File: src/rtl/alu_seq.sv
// alu_seq: multi-cycle 16-bit datapath ALU feeding the processor status register.
// Arithmetic and logic ops finish in one cycle. Shifts iterate one bit per cycle.
// MUL iterates as shift-add over WIDTH cycles. Result, CLFZN and the Set strobes
// are registered and are presented together in the single FIN (done) cycle.
module alu_seq #(
  parameter int WIDTH = 16
) (
  input  logic             clk,
  input  logic             reset,
  input  logic             start,
  input  logic [3:0]       op,
  input  logic [WIDTH-1:0] a,
  input  logic [WIDTH-1:0] b,
  input  logic             cin,
  output logic             busy,
  output logic             done,
  output logic [WIDTH-1:0] result,
  output logic [4:0]       CLFZN,
  output logic             SetC,
  output logic             SetL,
  output logic             SetF,
  output logic             SetZ,
  output logic             SetN
);

  localparam int CW = $clog2(WIDTH + 1);

  localparam logic [3:0] OP_ADD  = 4'd0;
  localparam logic [3:0] OP_ADDC = 4'd1;
  localparam logic [3:0] OP_SUB  = 4'd2;
  localparam logic [3:0] OP_SUBC = 4'd3;
  localparam logic [3:0] OP_CMP  = 4'd4;
  localparam logic [3:0] OP_AND  = 4'd5;
  localparam logic [3:0] OP_OR   = 4'd6;
  localparam logic [3:0] OP_XOR  = 4'd7;
  localparam logic [3:0] OP_MOV  = 4'd8;
  localparam logic [3:0] OP_LSH  = 4'd9;
  localparam logic [3:0] OP_ASHR = 4'd10;
  localparam logic [3:0] OP_MUL  = 4'd11;

  // Flag bit positions inside CLFZN and the strobe vector
  localparam int FC = 4;
  localparam int FL = 3;
  localparam int FF = 2;
  localparam int FZ = 1;
  localparam int FN = 0;

  typedef enum logic [1:0] {IDLE, RUN, FIN} state_t;

  state_t           state_reg, state_next;
  logic [3:0]       op_reg;
  logic             dir_reg;      // LSH direction: 1 = right
  logic [WIDTH-1:0] acc_reg;      // shift value, or MUL partial product
  logic [WIDTH-1:0] mcand_reg;    // MUL multiplicand, shifted left each step
  logic [WIDTH-1:0] mplier_reg;   // MUL multiplier, shifted right each step
  logic [CW-1:0]    cnt_reg;
  logic [WIDTH-1:0] result_reg;
  logic [4:0]       flags_reg;
  logic [4:0]       set_reg;

  logic [WIDTH-1:0] quick_result;
  logic [4:0]       quick_flags;
  logic [4:0]       quick_set;
  logic             go_run;
  logic [WIDTH:0]   sum_ext;
  logic [WIDTH:0]   diff_ext;
  logic             add_ci;
  logic             sub_bi;

  logic [WIDTH-1:0] acc_step;
  logic [WIDTH-1:0] mcand_step;
  logic [WIDTH-1:0] mplier_step;

  assign busy   = (state_reg != IDLE);
  assign done   = (state_reg == FIN);
  assign result = result_reg;
  assign CLFZN  = flags_reg;
  assign SetC   = set_reg[FC];
  assign SetL   = set_reg[FL];
  assign SetF   = set_reg[FF];
  assign SetZ   = set_reg[FZ];
  assign SetN   = set_reg[FN];

  // Single-cycle evaluation straight from the inputs at the start edge
  always_comb begin
    quick_result = '0;
    quick_flags  = '0;
    quick_set    = '0;
    add_ci       = (op == OP_ADDC) ? cin : 1'b0;
    sub_bi       = (op == OP_SUBC) ? cin : 1'b0;
    sum_ext      = {1'b0, a} + {1'b0, b} + {{WIDTH{1'b0}}, add_ci};
    diff_ext     = {1'b0, a} - {1'b0, b} - {{WIDTH{1'b0}}, sub_bi};
    go_run       = 1'b0;
    case (op)
      OP_ADD, OP_ADDC: begin
        quick_result    = sum_ext[WIDTH-1:0];
        quick_set[FC]   = 1'b1;
        quick_set[FF]   = 1'b1;
        quick_flags[FC] = sum_ext[WIDTH];
        quick_flags[FF] = (a[WIDTH-1] == b[WIDTH-1]) && (sum_ext[WIDTH-1] != a[WIDTH-1]);
      end
      OP_SUB, OP_SUBC: begin
        quick_result    = diff_ext[WIDTH-1:0];
        quick_set[FC]   = 1'b1;
        quick_set[FF]   = 1'b1;
        quick_flags[FC] = diff_ext[WIDTH];
        quick_flags[FF] = (a[WIDTH-1] != b[WIDTH-1]) && (diff_ext[WIDTH-1] != a[WIDTH-1]);
      end
      OP_CMP: begin
        quick_result    = a;
        quick_set[FL]   = 1'b1;
        quick_set[FZ]   = 1'b1;
        quick_set[FN]   = 1'b1;
        quick_flags[FL] = (a < b);
        quick_flags[FZ] = (a == b);
        quick_flags[FN] = ($signed(a) < $signed(b));
      end
      OP_AND: quick_result = a & b;
      OP_OR:  quick_result = a | b;
      OP_XOR: quick_result = a ^ b;
      OP_MOV: quick_result = b;
      OP_LSH, OP_ASHR: begin
        // a zero shift count completes immediately with the operand unchanged
        quick_result = a;
        go_run       = (b[3:0] != 4'd0);
      end
      OP_MUL: go_run = 1'b1;
      default: quick_result = '0;
    endcase
  end

  // One iteration of the running shift or shift-add multiply
  always_comb begin
    acc_step    = acc_reg;
    mcand_step  = mcand_reg;
    mplier_step = mplier_reg;
    case (op_reg)
      OP_LSH:  acc_step = dir_reg ? {1'b0, acc_reg[WIDTH-1:1]} : {acc_reg[WIDTH-2:0], 1'b0};
      OP_ASHR: acc_step = {acc_reg[WIDTH-1], acc_reg[WIDTH-1:1]};
      OP_MUL: begin
        acc_step    = acc_reg + (mplier_reg[0] ? mcand_reg : '0);
        mcand_step  = {mcand_reg[WIDTH-2:0], 1'b0};
        mplier_step = {1'b0, mplier_reg[WIDTH-1:1]};
      end
      default: acc_step = acc_reg;
    endcase
  end

  // State register
  always_ff @(posedge clk or negedge reset) begin
    if (!reset) state_reg <= IDLE;
    else        state_reg <= state_next;
  end

  // Next-state logic; FIN always returns to IDLE so a start there is dropped
  always_comb begin
    state_next = state_reg;
    case (state_reg)
      IDLE: if (start) state_next = go_run ? RUN : FIN;
      RUN:  if (cnt_reg == CW'(1)) state_next = FIN;
      FIN:  state_next = IDLE;
      default: state_next = IDLE;
    endcase
  end

  // Datapath: operand capture, iteration, and loading of the done-cycle outputs
  always_ff @(posedge clk or negedge reset) begin
    if (!reset) begin
      op_reg     <= '0;
      dir_reg    <= 1'b0;
      acc_reg    <= '0;
      mcand_reg  <= '0;
      mplier_reg <= '0;
      cnt_reg    <= '0;
      result_reg <= '0;
      flags_reg  <= '0;
      set_reg    <= '0;
    end else begin
      // flags and strobes live for exactly the FIN cycle
      flags_reg <= '0;
      set_reg   <= '0;
      case (state_reg)
        IDLE: begin
          if (start) begin
            op_reg  <= op;
            dir_reg <= b[4];
            if (go_run) begin
              acc_reg    <= (op == OP_MUL) ? '0 : a;
              mcand_reg  <= a;
              mplier_reg <= b;
              cnt_reg    <= (op == OP_MUL) ? CW'(WIDTH) : CW'(b[3:0]);
            end else begin
              result_reg <= quick_result;
              flags_reg  <= quick_flags & quick_set;
              set_reg    <= quick_set;
            end
          end
        end
        RUN: begin
          acc_reg    <= acc_step;
          mcand_reg  <= mcand_step;
          mplier_reg <= mplier_step;
          cnt_reg    <= cnt_reg - CW'(1);
          if (cnt_reg == CW'(1)) result_reg <= acc_step;
        end
        default: begin
        end
      endcase
    end
  end

endmodule

File: config.mk
export PLATFORM = sky130hd
export DESIGN_NAME = alu_seq
export DESIGN_NICKNAME = d
export VERILOG_FILES = /design/src/rtl/alu_seq.sv
export SDC_FILE = /design/constraint.sdc
export NUM_CORES = 1
export LEC_CHECK = 0
export ABC_AREA = 0
export CAP_MARGIN = 20
export CORE_AREA = 2 2 131 133
export DETAILED_ROUTE_END_ITERATION = 8
export DIE_AREA = 0 0 133 135
export GPL_ROUTABILITY_DRIVEN = 0
export PLACE_DENSITY = 0.7
export SLEW_MARGIN = 10
export SYNTH_ARGS = -nofsm -noshare
export SYNTH_HDL_FRONTEND = slang
export SYNTH_SLANG_ARGS = --single-unit
File: constraint.sdc
create_clock -name clk -period 6.28 [get_ports clk]
set_clock_uncertainty 0.05 [all_clocks]
set_input_delay 1.57 -clock clk [delete_from_list [all_inputs] [get_ports clk]]
set_output_delay 1.57 -clock clk [all_outputs]
set_load 0.02 [all_outputs]
==> impl_metrics.xml, run 1 <==
<?xml version="1.0" encoding="UTF-8"?>
<metrics>
  <group name="grt">
    <metric name="use_met2" unit="%">47.61</metric>
    <metric name="grt_pass1_wl" unit="mm">40.99</metric>
    <metric name="grt_util_met3" unit="%">4.317</metric>
    <metric name="antenna_found_initial" unit="">0</metric>
    <metric name="globalRoute.busiestLayer" unit="">met2</metric>
    <metric name="globalRoute.totalOverflow" unit="">0</metric>
    <metric name="number_of_global_route_vias_before_repair" unit="">7507</metric>
    <metric name="gr-usage-met1" unit="%">38.83</metric>
    <metric name="grt_start_max_net_pins" unit="">82</metric>
    <metric name="track_usage" unit="%">29.20</metric>
  </group>
  <group name="drt">
    <metric name="violation_count_after_the_first_detailed_route_iteration" unit="">832</metric>
    <metric name="route.vias.total" unit="">7982</metric>
    <metric name="route.detailed.wl_per_inst" unit="um">19.65</metric>
    <metric name="drt-vias-per-instance" unit="">6.093</metric>
    <metric name="drt_pass1_iterations" unit="">6</metric>
    <metric name="totalWireLength" unit="mm">25.75</metric>
    <metric name="drt_drc_violations_left" unit="">0</metric>
    <metric name="detail-route-antenna-nets" unit="">0</metric>
  </group>
  <group name="yosys">
    <metric name="syn-mean-instance-area" unit="um^2">7.785</metric>
    <metric name="synthDistinctLibCells" unit="">85</metric>
    <metric name="synth_nets" unit="">1191</metric>
    <metric name="synth_area" unit="mm^2">0.008182</metric>
    <metric name="ys_dominant_reg_cell" unit="">sky130_fd_sc_hd__dfrtp_1</metric>
    <metric name="fraction_of_synthesized_cell_area_taken_by_the_top_area_cell_type" unit="%">25.39</metric>
    <metric name="synth_sequential_area_ratio" unit="%">25.39</metric>
    <metric name="async_reset_ff_share" unit="%">100.0</metric>
    <metric name="synth_enable_flop_cells" unit="">0</metric>
    <metric name="ys_warnings" unit="">0</metric>
    <metric name="synthesized_netlist_cell_count" unit="">1051</metric>
    <metric name="ys_ff_latch" unit="">83</metric>
    <metric name="netlist_top_cells_area" unit="">sky130_fd_sc_hd__dfrtp_1 25%, sky130_fd_sc_hd__ha_1 15%, sky130_fd_sc_hd__a21oi_1 6.7%, sky130_fd_sc_hd__nor2_1 4.9%, sky130_fd_sc_hd__o21ai_0 4.7%</metric>
    <metric name="yosysTopAreaCell" unit="">sky130_fd_sc_hd__dfrtp_1</metric>
  </group>
  <group name="clock_network">
    <metric name="quantity_of_hold_fixing_buffers_added_after_cts" unit="">0</metric>
    <metric name="cts.repair_timing.setup_buffer_count" unit="">0</metric>
    <metric name="numCtsBuffers" unit="">9</metric>
    <metric name="cts-root-to-sink-buffers" unit="">2</metric>
    <metric name="post_cts_resized" unit="">0</metric>
    <metric name="cts_tree" unit="">built</metric>
    <metric name="htree_num_levels" unit="">3</metric>
    <metric name="cts.clk_slew.worst_paths" unit="ns">0.07</metric>
    <metric name="clock_insertion_delay_at_the_later_pin_of_the_skew_report" unit="ns">0.36</metric>
    <metric name="clock_tree_sinks" unit="">83</metric>
    <metric name="ctsRootBufferMaster" unit="">sky130_fd_sc_hd__clkbuf_16</metric>
  </group>
  <group name="timing">
    <metric name="fin_crit_sh" unit="%">84.15</metric>
    <metric name="maxSlewHeadroom" unit="%">27.65</metric>
    <metric name="setup_repair_after_global_routing_missed_its_margin" unit="">false</metric>
    <metric name="final.min_clock_period" unit="ns">5.284</metric>
    <metric name="postLayoutSetupSlackWorst" unit="ns">0.9955</metric>
    <metric name="slew_viol_final" unit="">0</metric>
    <metric name="finalHoldViolations" unit="">0</metric>
    <metric name="report.final.setup_viol" unit="">0</metric>
    <metric name="setup_total_negative_slack" unit="ns">0</metric>
    <metric name="fmax" unit="GHz">0.1892</metric>
    <metric name="worst_slew_pin_slew" unit="ns">1.079</metric>
  </group>
  <group name="worst_setup_path">
    <metric name="timing.critical_path.cells" unit="">clkdlybuf4s50_1 -&gt; nor2_1 -&gt; nand4_1 -&gt; fa_1 -&gt; fa_1 -&gt; o21ai_1 -&gt; a2111oi_0 -&gt; o31ai_1 -&gt; o21ai_1 -&gt; a21o_1 -&gt; a21oi_1 -&gt; xnor2_1 -&gt; a211oi_1</metric>
    <metric name="worst_path_largest_cell_delay" unit="ns">0.55</metric>
    <metric name="critical-path-slowest-cell" unit="">sky130_fd_sc_hd__clkdlybuf4s50_1</metric>
    <metric name="crit_path_start_kind" unit="">input pin</metric>
    <metric name="critical_path_peak_fanout" unit="">9</metric>
    <metric name="crit_path_end_kind" unit="">register</metric>
    <metric name="worst-path-buf-inv" unit="">1</metric>
    <metric name="timing_worst_setup_path_type" unit="">input pin to register</metric>
    <metric name="path_delay_family" unit="">compound AO/OA/AOI/OAI gates</metric>
    <metric name="critical_path_cell_count" unit="">13</metric>
    <metric name="timing.critical_path.required" unit="ns">6.50</metric>
    <metric name="cp.arrival" unit="ns">5.50</metric>
    <metric name="r2r_cells" unit="">11</metric>
  </group>
  <group name="cells_and_area">
    <metric name="diodes" unit="">0</metric>
    <metric name="area.sequential" unit="mm^2">0.002077</metric>
    <metric name="layout.filler_cells" unit="">1518</metric>
    <metric name="final_nets" unit="">1225</metric>
    <metric name="layout_overhead_on_the_synthesized_area" unit="%">14.08</metric>
    <metric name="number_of_non_filler_instances_in_the_completed_layout" unit="">1310</metric>
    <metric name="drive_above_1_share" unit="%">5.505</metric>
    <metric name="utilization" unit="%">56.89</metric>
    <metric name="multiInputGateArea" unit="mm^2">0.005590</metric>
  </group>
  <group name="hold_path">
    <metric name="min_path_type" unit="">register to register</metric>
    <metric name="cells_on_worst_hold_path" unit="">2</metric>
  </group>
  <group name="placed_design">
    <metric name="io_buffer_count" unit="">67</metric>
    <metric name="post-dp-hpwl" unit="mm">19.25</metric>
    <metric name="dp_slack" unit="ns">0.7695</metric>
    <metric name="dpl.cell_count" unit="">1293</metric>
  </group>
  <group name="floorplan">
    <metric name="rows" unit="">47</metric>
    <metric name="fp.dieArea" unit="mm^2">0.01796</metric>
    <metric name="die_height" unit="um">135</metric>
    <metric name="placeableCoreArea" unit="mm^2">0.01641</metric>
    <metric name="die-width" unit="um">133</metric>
    <metric name="ios" unit="">68</metric>
    <metric name="start_util" unit="%">49.87</metric>
  </group>
  <group name="run">
    <metric name="drv_cap" unit="">0</metric>
  </group>
  <group name="status">
    <metric name="outcome" unit="">finished, final reports clean</metric>
  </group>
  <group name="power">
    <metric name="ir_drop" unit="V">0.0002163</metric>
    <metric name="reported_leakage_power" unit="nW">4.122</metric>
    <metric name="p_per_area" unit="mW/mm^2">351.4</metric>
  </group>
</metrics>
## cells by family after synthesis
logic type | after synthesis | synth area share, %
muxes | 16 | 2.049
AOI/OAI and AO/OA | 345 | 26.44
and+or+nand+nor | 349 | 20.69
buffers and inverters | 129 | 6.545
xor gates and xnor gates | 28 | 2.997
adders and majority gates | 101 | 15.89
DFF | 83 | 25.39
## through the flow
stage | total power [mW] | hold slack (ns) | instance area, um^2
after floorplan | 2.105 | 0.3988 | 8182
after global placement | 2.625 | 0.4113 | 8995
after detailed placement | 2.653 | 0.4215 | 8995
after CTS | 3.265 | 0.4366 | 9326
after global routing | 3.512 | 0.4490 | 9334
final | 3.280 | 0.4338 | 9334
## per-layer routing
layer / part of all wire (%) / up-vias
met5: 0 / -
met4: 3.8 / 0
li1: - / 3820
met2: 46 / 350
met1: 42 / 3747
met3: 7.6 / 65
## cell type report
| cell class | count | area share [%] |
|---|---|---|
| Multi-Input combinational cell | 839 | 59.89 |
| Tap cell | 220 | 2.949 |
| Clock inverter | 7 | 1.139 |
| Sequential cell | 83 | 22.25 |
| Clock buffer | 9 | 2.413 |
| Inverter | 69 | 2.775 |
| Timing Repair Buffer | 83 | 8.579 |
## worst paths after layout
| path | start | end | slack, ns |
|---|---|---|---|
| setup / recovery | op[3] | CLFZN[4] | 1.0 |
| hold / removal | mplier_reg[6] | mplier_reg[6] | 0.43 |
| setup reg to reg | mplier_reg[0] | result[12] | 2.81 |
| hold reg to reg | mplier_reg[6] | mplier_reg[6] | 0.43 |
| max in group asynchronous | reset | mcand_reg[10] | 4.01 |
| min in group asynchronous | reset | result[7] | 1.05 |
## report_power, final
group	switching (mW)	internal, mW
Clock	0.250	0.356
Sequential	0.261	0.763
Combinational	0.970	0.680
## worst min-delay path, stage by stage (launching register included)
cell,delay [ns]
sky130_fd_sc_hd__dfrtp_1,0.35
sky130_fd_sc_hd__nand2_1,0.05
sky130_fd_sc_hd__o21ai_0,0.06
## cells in the mapped netlist (12+ instances only)
| cell | instances |
|---|---|
| sky130_fd_sc_hd__a21o_1 | 14 |
| sky130_fd_sc_hd__buf_2 | 12 |
| sky130_fd_sc_hd__a21oi_1 | 110 |
| sky130_fd_sc_hd__a31oi_1 | 21 |
| sky130_fd_sc_hd__o21ai_1 | 12 |
| sky130_fd_sc_hd__ha_1 | 95 |
| sky130_fd_sc_hd__o211ai_1 | 12 |
| sky130_fd_sc_hd__xnor2_1 | 18 |
| sky130_fd_sc_hd__nand2_1 | 101 |
| sky130_fd_sc_hd__o21ai_0 | 77 |
| sky130_fd_sc_hd__dfrtp_1 | 83 |
| sky130_fd_sc_hd__nor3_1 | 20 |
| sky130_fd_sc_hd__inv_1 | 69 |
| sky130_fd_sc_hd__nand2b_1 | 14 |
| sky130_fd_sc_hd__and2_1 | 19 |
| sky130_fd_sc_hd__a221oi_1 | 12 |
| sky130_fd_sc_hd__nor2_1 | 107 |
| sky130_fd_sc_hd__clkbuf_1 | 33 |
| sky130_fd_sc_hd__nor2b_1 | 13 |
| sky130_fd_sc_hd__nand3_1 | 18 |
## cells in the final DEF, fill, tap and decap left out, types with 9 or more instances in the layout
cell                              synthesis  final
sky130_fd_sc_hd__nor2_1                 107    107
sky130_fd_sc_hd__nand2b_1                14     14
sky130_fd_sc_hd__nand2_1                101    101
sky130_fd_sc_hd__clkdlybuf4s50_1          0     66
sky130_fd_sc_hd__xor2_1                  10     10
sky130_fd_sc_hd__o31ai_1                  9      9
sky130_fd_sc_hd__o21ai_1                 12     11
sky130_fd_sc_hd__inv_1                   69     69
sky130_fd_sc_hd__a22oi_1                 10     10
sky130_fd_sc_hd__dfrtp_1                 83     83
sky130_fd_sc_hd__mux2i_1                 10     10
sky130_fd_sc_hd__nor3_1                  20     20
sky130_fd_sc_hd__and2_1                  19     19
sky130_fd_sc_hd__a21oi_1                110    109
sky130_fd_sc_hd__a211oi_1                10     10
sky130_fd_sc_hd__ha_1                    95     95
sky130_fd_sc_hd__xnor2_1                 18     18
sky130_fd_sc_hd__nand3_1                 18     18
sky130_fd_sc_hd__nor2b_1                 13     12
sky130_fd_sc_hd__buf_4                    5     15
sky130_fd_sc_hd__clkbuf_16                0      9
sky130_fd_sc_hd__o211ai_1                12     12
sky130_fd_sc_hd__a221oi_1                12     12
sky130_fd_sc_hd__a21o_1                  14     14
sky130_fd_sc_hd__o21ai_0                 77     77
sky130_fd_sc_hd__a31oi_1                 21     20
(Power assumes the default switching activity.)
==> inputs of run 2 (changes only) <==
- clock period: 6.28 -> 4.9 ns (I/O delays scaled with it)
==> run 2 against run 1 <==
  * Critical path depth down 2
  * Routed wire length up 2.1%
  * Sequential share of layout area down 0.42 points
  * First-iteration DRC count down 0.36%
  * Clock power up 13%
  * Sequential power up 27%
  * Worst setup slack worse by 0.57 ns
  * Count of clock-buffer cells in the layout unchanged
  * Utilization up 1.1 points
  * Register-to-register slack worse by 1.3 ns
  * Via count up 2.3%
  * Largest power group unchanged
==> impl_metrics.xml, run 2 (synthesis gave the netlist of run 1 again) <==
<?xml version="1.0" encoding="UTF-8"?>
<metrics>
  <group name="status">
    <metric name="outcome" unit="">finished, final reports clean</metric>
  </group>
  <group name="drt">
    <metric name="detail-route-antenna-nets" unit="">0</metric>
    <metric name="drt_drc_violations_left" unit="">0</metric>
    <metric name="drt_pass1_iterations" unit="">6</metric>
    <metric name="route.detailed.wl_per_inst" unit="um">19.62</metric>
    <metric name="drt-vias-per-instance" unit="">6.092</metric>
    <metric name="route.vias.total" unit="">8163</metric>
    <metric name="totalWireLength" unit="mm">26.29</metric>
    <metric name="violation_count_after_the_first_detailed_route_iteration" unit="">829</metric>
  </group>
  <group name="cells_and_area">
    <metric name="drive_above_1_share" unit="%">7.946</metric>
    <metric name="layout_overhead_on_the_synthesized_area" unit="%">16.26</metric>
    <metric name="layout.filler_cells" unit="">1517</metric>
    <metric name="diodes" unit="">0</metric>
    <metric name="final_cell_mix" unit="">110 x sky130_fd_sc_hd__a21oi_1, 107 x sky130_fd_sc_hd__nor2_1, 101 x sky130_fd_sc_hd__nand2_1, 95 x sky130_fd_sc_hd__ha_1, 83 x sky130_fd_sc_hd__dfrtp_1</metric>
    <metric name="final_nets" unit="">1255</metric>
    <metric name="layout.cells.most_common" unit="">sky130_fd_sc_hd__a21oi_1</metric>
  </group>
  <group name="worst_setup_path">
    <metric name="timing.critical_path.cells" unit="">clkdlybuf4s50_1 -&gt; inv_1 -&gt; ha_1 -&gt; o21ai_1 -&gt; a2111oi_0 -&gt; o31ai_1 -&gt; o21ai_1 -&gt; xnor2_1 -&gt; nor2_1 -&gt; o31ai_1 -&gt; a31oi_2</metric>
    <metric name="timing_worst_setup_path_type" unit="">input pin to register</metric>
    <metric name="critical-path-slowest-cell" unit="">sky130_fd_sc_hd__a2111oi_0</metric>
    <metric name="timing.critical_path.required" unit="ns">5.09</metric>
    <metric name="crit_path_end_kind" unit="">register</metric>
    <metric name="critical_path_peak_fanout" unit="">10</metric>
    <metric name="worst_path_largest_cell_delay" unit="ns">0.85</metric>
    <metric name="crit_path_start_kind" unit="">input pin</metric>
    <metric name="cp.arrival" unit="ns">4.66</metric>
  </group>
  <group name="placed_design">
    <metric name="dp_slack" unit="ns">0.1547</metric>
    <metric name="io_buffer_count" unit="">67</metric>
    <metric name="post-dp-hpwl" unit="mm">19.98</metric>
  </group>
  <group name="clock_network">
    <metric name="quantity_of_hold_fixing_buffers_added_after_cts" unit="">0</metric>
    <metric name="cts_tree" unit="">built</metric>
    <metric name="cts-root-to-sink-buffers" unit="">2</metric>
    <metric name="cts.clk_slew.worst_paths" unit="ns">0.07</metric>
    <metric name="htree_num_levels" unit="">3</metric>
    <metric name="clock_tree_sinks" unit="">83</metric>
    <metric name="ctsRootBufferMaster" unit="">sky130_fd_sc_hd__clkbuf_16</metric>
    <metric name="numCtsBuffers" unit="">9</metric>
    <metric name="cts.repair_timing.setup_buffer_count" unit="">0</metric>
    <metric name="post_cts_resized" unit="">0</metric>
    <metric name="clock_insertion_delay_at_the_later_pin_of_the_skew_report" unit="ns">0.36</metric>
  </group>
  <group name="grt">
    <metric name="globalRoute.totalOverflow" unit="">0</metric>
    <metric name="grt_start_max_net_pins" unit="">56</metric>
    <metric name="grt_pass1_wl" unit="mm">42.06</metric>
    <metric name="track_usage" unit="%">30.01</metric>
    <metric name="antenna_found_initial" unit="">0</metric>
    <metric name="number_of_global_route_vias_before_repair" unit="">7786</metric>
  </group>
  <group name="timing">
    <metric name="postLayoutSetupSlackWorst" unit="ns">0.4243</metric>
    <metric name="fmax" unit="GHz">0.2234</metric>
    <metric name="setup_repair_after_global_routing_missed_its_margin" unit="">false</metric>
    <metric name="fin_crit_sh" unit="%">91.34</metric>
    <metric name="worst_slew_pin_slew" unit="ns">0.9484</metric>
    <metric name="final.min_clock_period" unit="ns">4.476</metric>
    <metric name="maxSlewHeadroom" unit="%">35.14</metric>
    <metric name="finalHoldViolations" unit="">0</metric>
    <metric name="report.final.setup_viol" unit="">0</metric>
    <metric name="slew_viol_final" unit="">0</metric>
    <metric name="setup_total_negative_slack" unit="ns">0</metric>
  </group>
  <group name="floorplan">
    <metric name="start_util" unit="%">49.87</metric>
    <metric name="die_height" unit="um">135</metric>
    <metric name="fp.dieArea" unit="mm^2">0.01796</metric>
    <metric name="placeableCoreArea" unit="mm^2">0.01641</metric>
    <metric name="die-width" unit="um">133</metric>
    <metric name="rows" unit="">47</metric>
    <metric name="ios" unit="">68</metric>
  </group>
  <group name="power">
    <metric name="p_per_area" unit="mW/mm^2">435.6</metric>
    <metric name="reported_leakage_power" unit="nW">4.245</metric>
    <metric name="ir_drop" unit="V">0.0002296</metric>
  </group>
  <group name="run">
    <metric name="drv_cap" unit="">0</metric>
  </group>
  <group name="hold_path">
    <metric name="min_path_type" unit="">register to register</metric>
  </group>
</metrics>
-- run 2: cell types whose count changed in the layout (fill, tap and decap cells not counted), sizes merged --
cell and delta:
clkinvlp +1, clkinv +1, clkbuf -1, bufinv -2, buf +31
-- run 2: per-layer routing --
| metal | track usage [%] | share of wire, % | wire length, um | up-vias |
|---|---|---|---|---|
| met5 | 0 | 0 | 0 | - |
| met4 | 15.47 | 5.2 | 1359 | 0 |
| met3 | 5.330 | 7.4 | 1941 | 84 |
| met2 | 47.78 | 45 | 11820 | 387 |
| met1 | 39.21 | 42 | 11170 | 3814 |
| li1 | - | - | - | 3878 |
-- run 2: worst max-delay path, delay by kind of cell --
family,cells,cell delay (ns)
buf+inv,2,0.84
compound gates,6,1.93
xor+xnor,1,0.15
simple gates,1,0.05
fa+ha+maj,1,0.46
-- run 2: layout make-up --
cell class	instances	area, um^2	share of cell area [%]
Clock buffer	9	225.2	2.368
Clock inverter	7	58.81	0.6183
Inverter	69	259.0	2.723
Multi-Input combinational cell	839	5587	58.73
Sequential cell	83	2077	21.84
Tap cell	220	275.3	2.894
Timing Repair Buffer	113	1030	10.83
-- run 2: worst paths after layout --
kind                                 from  cells after the start              to  slack, ns
setup / recovery                     b[2]                     11      result[14]       0.42
hold / removal             mplier_reg[14]                      2  mplier_reg[14]       0.43
setup reg to reg            mplier_reg[0]                     11      result[12]       1.47
hold reg to reg            mplier_reg[14]                      2  mplier_reg[14]       0.43
max in group asynchronous           reset                      2    mcand_reg[7]       3.02
min in group asynchronous           reset                      1       result[1]       0.90
-- run 2: where the power goes --
group | leakage (nW) | switching [mW] | internal (mW) | total (mW)
logic | 3.10 | 1.25 | 0.901 | 2.15
registers | 1.01 | 0.327 | 0.978 | 1.30
clock network | 0.139 | 0.334 | 0.353 | 0.687
-- run 2: per-stage QoR --
stage	power, mW	hold WS (ns)	area [um^2]	instances	util [%]
CTS	4.115	0.4368	9500	1339	57.90
global placement	3.379	0.4116	9216	1323	56.17
finish	4.143	0.4296	9512	1340	57.97
floorplan	2.698	0.3988	8182	1051	-
detailed placement	3.424	0.4213	9216	1323	56.17
global route	4.458	0.4606	9512	1340	57.97
==> inputs of run 3 (changes only) <==
- HOLD_SLACK_MARGIN: not set -> 0.06
==> results of run 3 <==
Final layout, timing and power as in run 2 (identical DEF).
